File: src/rtl/switch_input_pkg.sv
`default_nettype none
// ============================================================================
//  Module      : switch_input_pkg
//  Description : Shared constants for the switch input stage: processor word
//                width, switch data field width and default debounce length.
//  Revision    : 1.0 - initial release
// ============================================================================
package switch_input_pkg;

    // Processor word width; must track the system-wide word length.
    localparam int c_word_length = 32;

    // Board switches SW[16:0] carry data, SW[17] is the commit switch.
    localparam int c_data_width = 17;

    // 10 ms of stability at 50 MHz.
    localparam int c_debounce_cycles = 500000;

    // Counter width able to hold c_debounce_cycles - 1.
    localparam int c_cnt_width = 20;

endpackage : switch_input_pkg
`default_nettype wire

File: src/rtl/switch_input_if.sv
`default_nettype none
// ============================================================================
//  Module      : switch_input_if
//  Description : Processor-side read handshake of the switch input stage.
//                req    - one-cycle read request from the processor
//                busy   - read in progress
//                valid  - one-cycle pulse, data_out holds the captured value
//                data_out - captured switch data, zero-extended
//                preview  - live switch data while waiting for a press
//  Revision    : 1.0 - initial release
// ============================================================================
interface switch_input_if
    import switch_input_pkg::*;
#(
    parameter int WORD_WIDTH = c_word_length
);

    logic                  req;
    logic                  busy;
    logic                  valid;
    logic [WORD_WIDTH-1:0] data_out;
    logic [WORD_WIDTH-1:0] preview;

    // Processor side
    modport master (
        output req,
        input  busy,
        input  valid,
        input  data_out,
        input  preview
    );

    // Switch input stage side
    modport slave (
        input  req,
        output busy,
        output valid,
        output data_out,
        output preview
    );

endinterface : switch_input_if
`default_nettype wire

File: src/rtl/switch_input_debounce.sv
`default_nettype none
// ============================================================================
//  Module      : switch_input_debounce
//  Description : Single-bit debouncer. The output follows the input only
//                after the input has disagreed with it for DEBOUNCE_CYCLES
//                consecutive cycles. The input must already be synchronous.
//                Ports: clock, reset (async, active-high), in, out.
//  Revision    : 1.0 - initial release
// ============================================================================
module switch_input_debounce
    import switch_input_pkg::*;
#(
    parameter int DEBOUNCE_CYCLES = c_debounce_cycles,
    parameter int CNT_WIDTH       = c_cnt_width
) (
    input  wire  clock,
    input  wire  reset,
    input  wire  in,
    output logic out
);

    localparam logic [CNT_WIDTH-1:0] c_last_count = CNT_WIDTH'(DEBOUNCE_CYCLES - 1);

    logic                 r_out;
    logic [CNT_WIDTH-1:0] r_cnt;

    // The counter only runs while the input disagrees with the debounced
    // level, so any agreeing cycle restarts the stability window.
    always_ff @(posedge clock or posedge reset) begin
        if (reset) begin
            r_out <= 1'b0;
            r_cnt <= '0;
        end else if (in == r_out) begin
            r_cnt <= '0;
        end else if (r_cnt == c_last_count) begin
            r_out <= ~r_out;
            r_cnt <= '0;
        end else begin
            r_cnt <= r_cnt + 1'b1;
        end
    end

    assign out = r_out;

endmodule : switch_input_debounce
`default_nettype wire

File: src/rtl/switch_input.sv
`default_nettype none
// ============================================================================
//  Module      : switch_input
//  Description : Input stage behind the processor's switch-address reads.
//                Synchronises the board switches, debounces the commit
//                switch and, on request, captures the data field on the next
//                fresh commit press, reporting it after the release.
//                Ports: clock, reset (async, active-high),
//                       sw_in[DATA_WIDTH:0] raw switches (MSB = commit),
//                       bus (slave): req / busy / valid / data_out / preview.
//  Revision    : 1.0 - initial release
// ============================================================================
module switch_input
    import switch_input_pkg::*;
#(
    parameter int DATA_WIDTH      = c_data_width,
    parameter int WORD_WIDTH      = c_word_length,
    parameter int DEBOUNCE_CYCLES = c_debounce_cycles,
    parameter int CNT_WIDTH       = c_cnt_width
) (
    input  wire                  clock,
    input  wire                  reset,
    input  wire [DATA_WIDTH:0]   sw_in,
    switch_input_if.slave        bus
);

    typedef enum logic [1:0] {
        S_IDLE        = 2'd0,
        S_PRE_RELEASE = 2'd1,
        S_ARMED       = 2'd2,
        S_HELD        = 2'd3
    } state_t;

    state_t                r_state;
    state_t                w_state_nxt;
    logic                  r_busy;
    logic                  w_busy_nxt;
    logic                  r_valid;
    logic                  w_valid_nxt;
    logic [WORD_WIDTH-1:0] r_data_out;
    logic [WORD_WIDTH-1:0] w_data_out_nxt;

    logic [DATA_WIDTH:0]   r_sync_meta;
    logic [DATA_WIDTH:0]   r_sw_s;
    logic                  w_commit_db;
    logic [WORD_WIDTH-1:0] w_sw_data_ext;

    // Two-flop synchroniser on every switch bit.
    always_ff @(posedge clock or posedge reset) begin
        if (reset) begin
            r_sync_meta <= '0;
            r_sw_s      <= '0;
        end else begin
            r_sync_meta <= sw_in;
            r_sw_s      <= r_sync_meta;
        end
    end

    assign w_sw_data_ext = {{(WORD_WIDTH-DATA_WIDTH){1'b0}}, r_sw_s[DATA_WIDTH-1:0]};

    // Only the commit bit is debounced; data bits are sampled raw from the
    // synchronised bus at the capture edge.
    switch_input_debounce #(
        .DEBOUNCE_CYCLES (DEBOUNCE_CYCLES),
        .CNT_WIDTH       (CNT_WIDTH)
    ) u_commit_debounce (
        .clock (clock),
        .reset (reset),
        .in    (r_sw_s[DATA_WIDTH]),
        .out   (w_commit_db)
    );

    always_ff @(posedge clock or posedge reset) begin
        if (reset) begin
            r_state    <= S_IDLE;
            r_busy     <= 1'b0;
            r_valid    <= 1'b0;
            r_data_out <= '0;
        end else begin
            r_state    <= w_state_nxt;
            r_busy     <= w_busy_nxt;
            r_valid    <= w_valid_nxt;
            r_data_out <= w_data_out_nxt;
        end
    end

    always_comb begin
        w_state_nxt    = r_state;
        w_busy_nxt     = r_busy;
        w_valid_nxt    = 1'b0;
        w_data_out_nxt = r_data_out;
        case (r_state)
            S_IDLE: begin
                // A req coinciding with valid is dropped; the processor
                // re-issues it.
                if (bus.req && !r_valid) begin
                    w_busy_nxt = 1'b1;
                    // A press already held at req time must be released
                    // first so that only a fresh press is captured.
                    w_state_nxt = w_commit_db ? S_PRE_RELEASE : S_ARMED;
                end
            end
            S_PRE_RELEASE: begin
                if (!w_commit_db) begin
                    w_state_nxt = S_ARMED;
                end
            end
            S_ARMED: begin
                if (w_commit_db) begin
                    w_data_out_nxt = w_sw_data_ext;
                    w_state_nxt    = S_HELD;
                end
            end
            S_HELD: begin
                if (!w_commit_db) begin
                    w_valid_nxt = 1'b1;
                    w_busy_nxt  = 1'b0;
                    w_state_nxt = S_IDLE;
                end
            end
            default: begin
                w_state_nxt = S_IDLE;
            end
        endcase
    end

    assign bus.busy     = r_busy;
    assign bus.valid    = r_valid;
    assign bus.data_out = r_data_out;
    assign bus.preview  = (r_state == S_ARMED) ? w_sw_data_ext : '0;

endmodule : switch_input
`default_nettype wire

File: src/flat_wrapper.sv
// flat-port wrapper written by rule: the top's interface ports become plain ports
module switch_input_flat import switch_input_pkg::*;
#(
    parameter int DATA_WIDTH      = c_data_width,
    parameter int WORD_WIDTH      = c_word_length,
    parameter int DEBOUNCE_CYCLES = c_debounce_cycles,
    parameter int CNT_WIDTH       = c_cnt_width
)
  (clock, reset, sw_in, bus_req, bus_busy, bus_valid, bus_data_out, bus_preview);
  switch_input_if #(.WORD_WIDTH(WORD_WIDTH)) bus_i ();
  input  wire clock;
  input  wire reset;
  input  wire [DATA_WIDTH:0] sw_in;
  input wire logic [$bits(bus_i.req)-1:0] bus_req;
  output wire logic [$bits(bus_i.busy)-1:0] bus_busy;
  output wire logic [$bits(bus_i.valid)-1:0] bus_valid;
  output wire logic [$bits(bus_i.data_out)-1:0] bus_data_out;
  output wire logic [$bits(bus_i.preview)-1:0] bus_preview;
  assign bus_i.req = bus_req;
  assign bus_busy = bus_i.busy;
  assign bus_valid = bus_i.valid;
  assign bus_data_out = bus_i.data_out;
  assign bus_preview = bus_i.preview;
  switch_input #(.DATA_WIDTH(DATA_WIDTH), .WORD_WIDTH(WORD_WIDTH), .DEBOUNCE_CYCLES(DEBOUNCE_CYCLES), .CNT_WIDTH(CNT_WIDTH)) u_core (.clock(clock), .reset(reset), .sw_in(sw_in), .bus(bus_i));
endmodule
File: config.mk
export PLATFORM = sky130hd
export DESIGN_NAME = switch_input_flat
export DESIGN_NICKNAME = d
export VERILOG_FILES = /design/src/rtl/switch_input_pkg.sv /design/src/rtl/switch_input_if.sv /design/src/rtl/switch_input_debounce.sv /design/src/rtl/switch_input.sv /design/src/flat_wrapper.sv
export SDC_FILE = /design/constraint.sdc
export NUM_CORES = 1
export LEC_CHECK = 0
export CAP_MARGIN = 20
export CELL_PAD_IN_SITES_DETAIL_PLACEMENT = 1
export CELL_PAD_IN_SITES_GLOBAL_PLACEMENT = 1
export CORE_ASPECT_RATIO = 1.4
export CORE_UTILIZATION = 43
export CTS_BUF_LIST = sky130_fd_sc_hd__clkbuf_4
export DETAILED_ROUTE_END_ITERATION = 16
export GPL_ROUTABILITY_DRIVEN = 0
export PLACE_DENSITY = 0.94
export SYNTH_ARGS = -nofsm -noshare
export SYNTH_HDL_FRONTEND = slang
export SYNTH_HIERARCHICAL = 1
export SYNTH_SLANG_ARGS = --single-unit
File: constraint.sdc
create_clock -name clock -period 4.2 [get_ports clock]
set_input_delay 0.42 -clock clock [delete_from_list [all_inputs] [get_ports clock]]
set_output_delay 0.42 -clock clock [all_outputs]
set_load 0.02 [all_outputs]
==> impl_metrics.py <==
metrics = {
    "clocking": {
        "cts_setup_buffers": 0,
        "clkLatencyLatePin_ns": 0.44,
        "cts-buffers-inserted": 9,
        "htreeDepth": 3,
        "cts_buffer_depth": 2,
        "cts_hold_buf": 0,
        "cts_tree": "done",
        "ctsResizeCount": 0,
        "numClockSinks": 78,
        "clkSlewWorstSetupHoldPaths_ns": 0.14,
        "cts_root_buffer": "clkbuf_4",
    },
    "detailed_routing": {
        "vias": 2054,
        "final_antenna_net_count": 0,
        "wire_per_inst_um": 17.4,
        "drt_first_pass_iters": 4,
        "wl_um": 7400,
        "via_per_inst": 4.82,
        "drt_iter0_markers": 112,
        "route.detailed.drc": 0,
    },
    "timing": {
        "rsz0062_at_grt": "false",
        "timing.slew.headroom_pct": 44.6,
        "finalHoldViolations": 0,
        "fmax_ghz": 0.337,
        "fin_crit_sh_pct": 70.6,
        "fin_skew_ns": 0.0197,
        "setup_tns_ns": 0,
        "maxSlewViolCount": 0,
        "setup_viol": 0,
        "worstMarginPinSlew_ns": 0.830,
        "period_needed_ns": 2.96,
    },
    "worst_setup_path": {
        "path_cells": "inv_1 > ha_1 > and2_1 > clkdlybuf4s50_1",
        "worstPathArrival_ns": 2.54,
        "path_max_fanout": 21,
        "slowest_delay_ns": 0.63,
        "r2r_slack_ns": 2.08,
        "critPathBufInv": 2,
        "path_class": "reg2out",
        "cp-startpoint": "u_core/r_state[0]",
        "cp-end-kind": "output port",
        "critPathLaunchType": "flip-flop",
        "worstRegToRegCells": 4,
        "cp.required_ns": 3.78,
        "cp_top_family": "buffers and inverters",
        "r2r-start": "u_core/u_commit_debounce/r_cnt[10]",
        "r2r_end": "u_core/u_commit_debounce/r_cnt[2]",
        "crit_cells": 4,
        "slowest_stage": "ha_1",
        "crit_end": "bus_preview[4]",
    },
    "logic_synthesis": {
        "ys_ff_latch": 78,
        "yosys-top-cells-area": "dfrtp_1 (59%), buf_4 (6.8%), mux2_4 (4.5%), xnor2_1 (3.9%), and2_1 (3.2%)",
        "synthXorXnorAreaFrac_pct": 4.47,
        "yosysSeqAreaShare_pct": 58.6,
        "syn_area_um2": 3330,
        "synthArstFlopShare_pct": 100,
        "synth.avg_cell_area_um2": 12.7,
        "yosys_most_used_dff": "dfrtp_1",
        "yosys.area_share.adder_pct": 2.25,
        "synth_top_family_by_area": "simple AND/OR/NAND/NOR gates",
        "yosys.area_share.simple_pct": 14.1,
        "synth_edf_count": 0,
        "synth_top_area_cell": "dfrtp_1",
        "synth_common_cells": "dfrtp_1 (78), buf_4 (30), nor2_1 (24), and2_1 (17), xnor2_1 (15)",
        "synth_top_area_share_pct": 58.6,
        "synthCells": 263,
        "synthMuxAreaShare_pct": 8.41,
        "synth_compound_area_share_pct": 2.55,
        "yosysMostFrequentCell": "dfrtp_1",
        "yosys_warnings": 6,
        "synth_cell_types": 41,
    },
    "die": {
        "start_util_pct": 45.0,
        "die_h_um": 106,
        "fp-row-count": 37,
        "core_area_um2": 7410,
        "die_w_um": 76.4,
        "dieArea_um2": 8110,
        "ioPinCount": 87,
    },
    "finish": {
        "stdcell_count": 426,
        "final_util_pct": 53.7,
        "drive_above_1_share_pct": 12.8,
        "fin_nets": 351,
        "antennaDiodeCount": 0,
        "areaGrowthSynthToFinish_pct": 19.4,
    },
    "place": {
        "hpwl_um": 5670,
        "placedCellCount": 410,
        "io_buffers": 56,
    },
    "global_routing": {
        "grt_max_degree": 34,
        "grt_pass1_wl_um": 12100,
        "antenna_found_initial": 0,
        "grtUsageTotal_pct": 20.2,
        "overflow": 0,
        "grt_pass1_vias": 2223,
    },
    "run_status": {
        "status": "complete, no violations",
    },
    "power": {
        "powerDensity_nw_per_um2": 350,
        "peakVddDrop_v": 0.000169,
        "leakagePower_nw": 1.80,
    },
    "worst_hold_path": {
        "whs_path_depth": 0,
        "hp-class": "reg2reg",
    },
    "flow_run": {
        "cap_violations": 0,
    },
}
## state kept, by name (all words and copies together) (netlist names)
| name | count |
|---|---|
| u_core/r_sw_s | 18 |
| u_core/bus.busy | 1 |
| u_core/u_commit_debounce/r_cnt | 20 |
| u_core/bus.valid | 1 |
| u_core/r_state | 2 |
| u_core/bus.data_out | 17 |
| u_core/r_sync_meta | 18 |
| u_core/u_commit_debounce/out | 1 |
## cells in the final DEF (no fill, tap or decap), types with 2 or more instances in the layout
cell / n
inv_1: 10
mux2i_1: 4
mux2_2: 8
nor4_1: 6
nor3_1: 4
a21oi_1: 4
nand4_1: 5
ha_1: 6
inv_6: 4
nand3_1: 8
o22ai_1: 2
nor2_1: 24
and2_1: 17
clkdlybuf4s50_1: 56
clkbuf_4: 9
conb_1: 30
xor2_1: 2
mux2_4: 10
nor2b_1: 2
dfrtp_1: 78
xnor2_1: 15
nand2_1: 3
## cell type report
type,instances,area [um^2]
Fill cell,788,3430
Inverter,11,41.3
Timing Repair Buffer,57,568
Tap cell,97,121
Multi-Input combinational cell,167,1170
Sequential cell,78,1950
Clock buffer,9,67.6
Clock inverter,7,55.1
## worst min-delay path by stage
stage	startpoint	endpoint	slack, ns
floorplan	u_core/r_sync_meta[0]	u_core/r_sw_s[0]	0.33
global placement	u_core/r_sync_meta[0]	u_core/r_sw_s[0]	0.33
detailed placement	u_core/r_sync_meta[11]	u_core/r_sw_s[11]	0.34
CTS	u_core/r_sync_meta[2]	u_core/r_sw_s[2]	0.36
global route	sw_in[13]	u_core/r_sync_meta[13]	0.36
finish	u_core/r_sync_meta[2]	u_core/r_sw_s[2]	0.35
## stage by stage
step           setup slack (ns)  power [W]  hold slack (ns)  area, um^2
3_3_place_gp               1.85   0.000985            0.331        3850
6_report                   1.24    0.00139            0.348        3980
2_1_floorplan              2.27   0.000931            0.331        3440
4_1_cts                    1.19    0.00141            0.357        3980
3_5_place_dp               1.67   0.000999            0.336        3850
5_1_grt                    1.07    0.00146            0.356        3980
## cell families after synthesis
logic type                 after synthesis
muxes                                   22
buffers and inverters                   47
AOI/OAI and AO/OA                       12
and+or+nand+nor                         80
xor gates and xnor gates                17
other                                    1
DFF                                     78
adders and majority gates                6
## where the power goes
group / switching (W) / internal, W
Clock: 0.000280 / 0.000129
Sequential: 0.0000120 / 0.000772
Combinational: 0.000118 / 0.0000800
## metal layers
metal / global-route usage, % / up-vias / share of wire (%)
met5: 0 / - / 0
met4: 11.3 / 0 / 2.0
met3: 4.29 / 13 / 4.1
met2: 35.6 / 68 / 55
met1: 22.5 / 1028 / 39
li1: - / 945 / -
No activity file was read; power rests on OpenSTA's default activity.
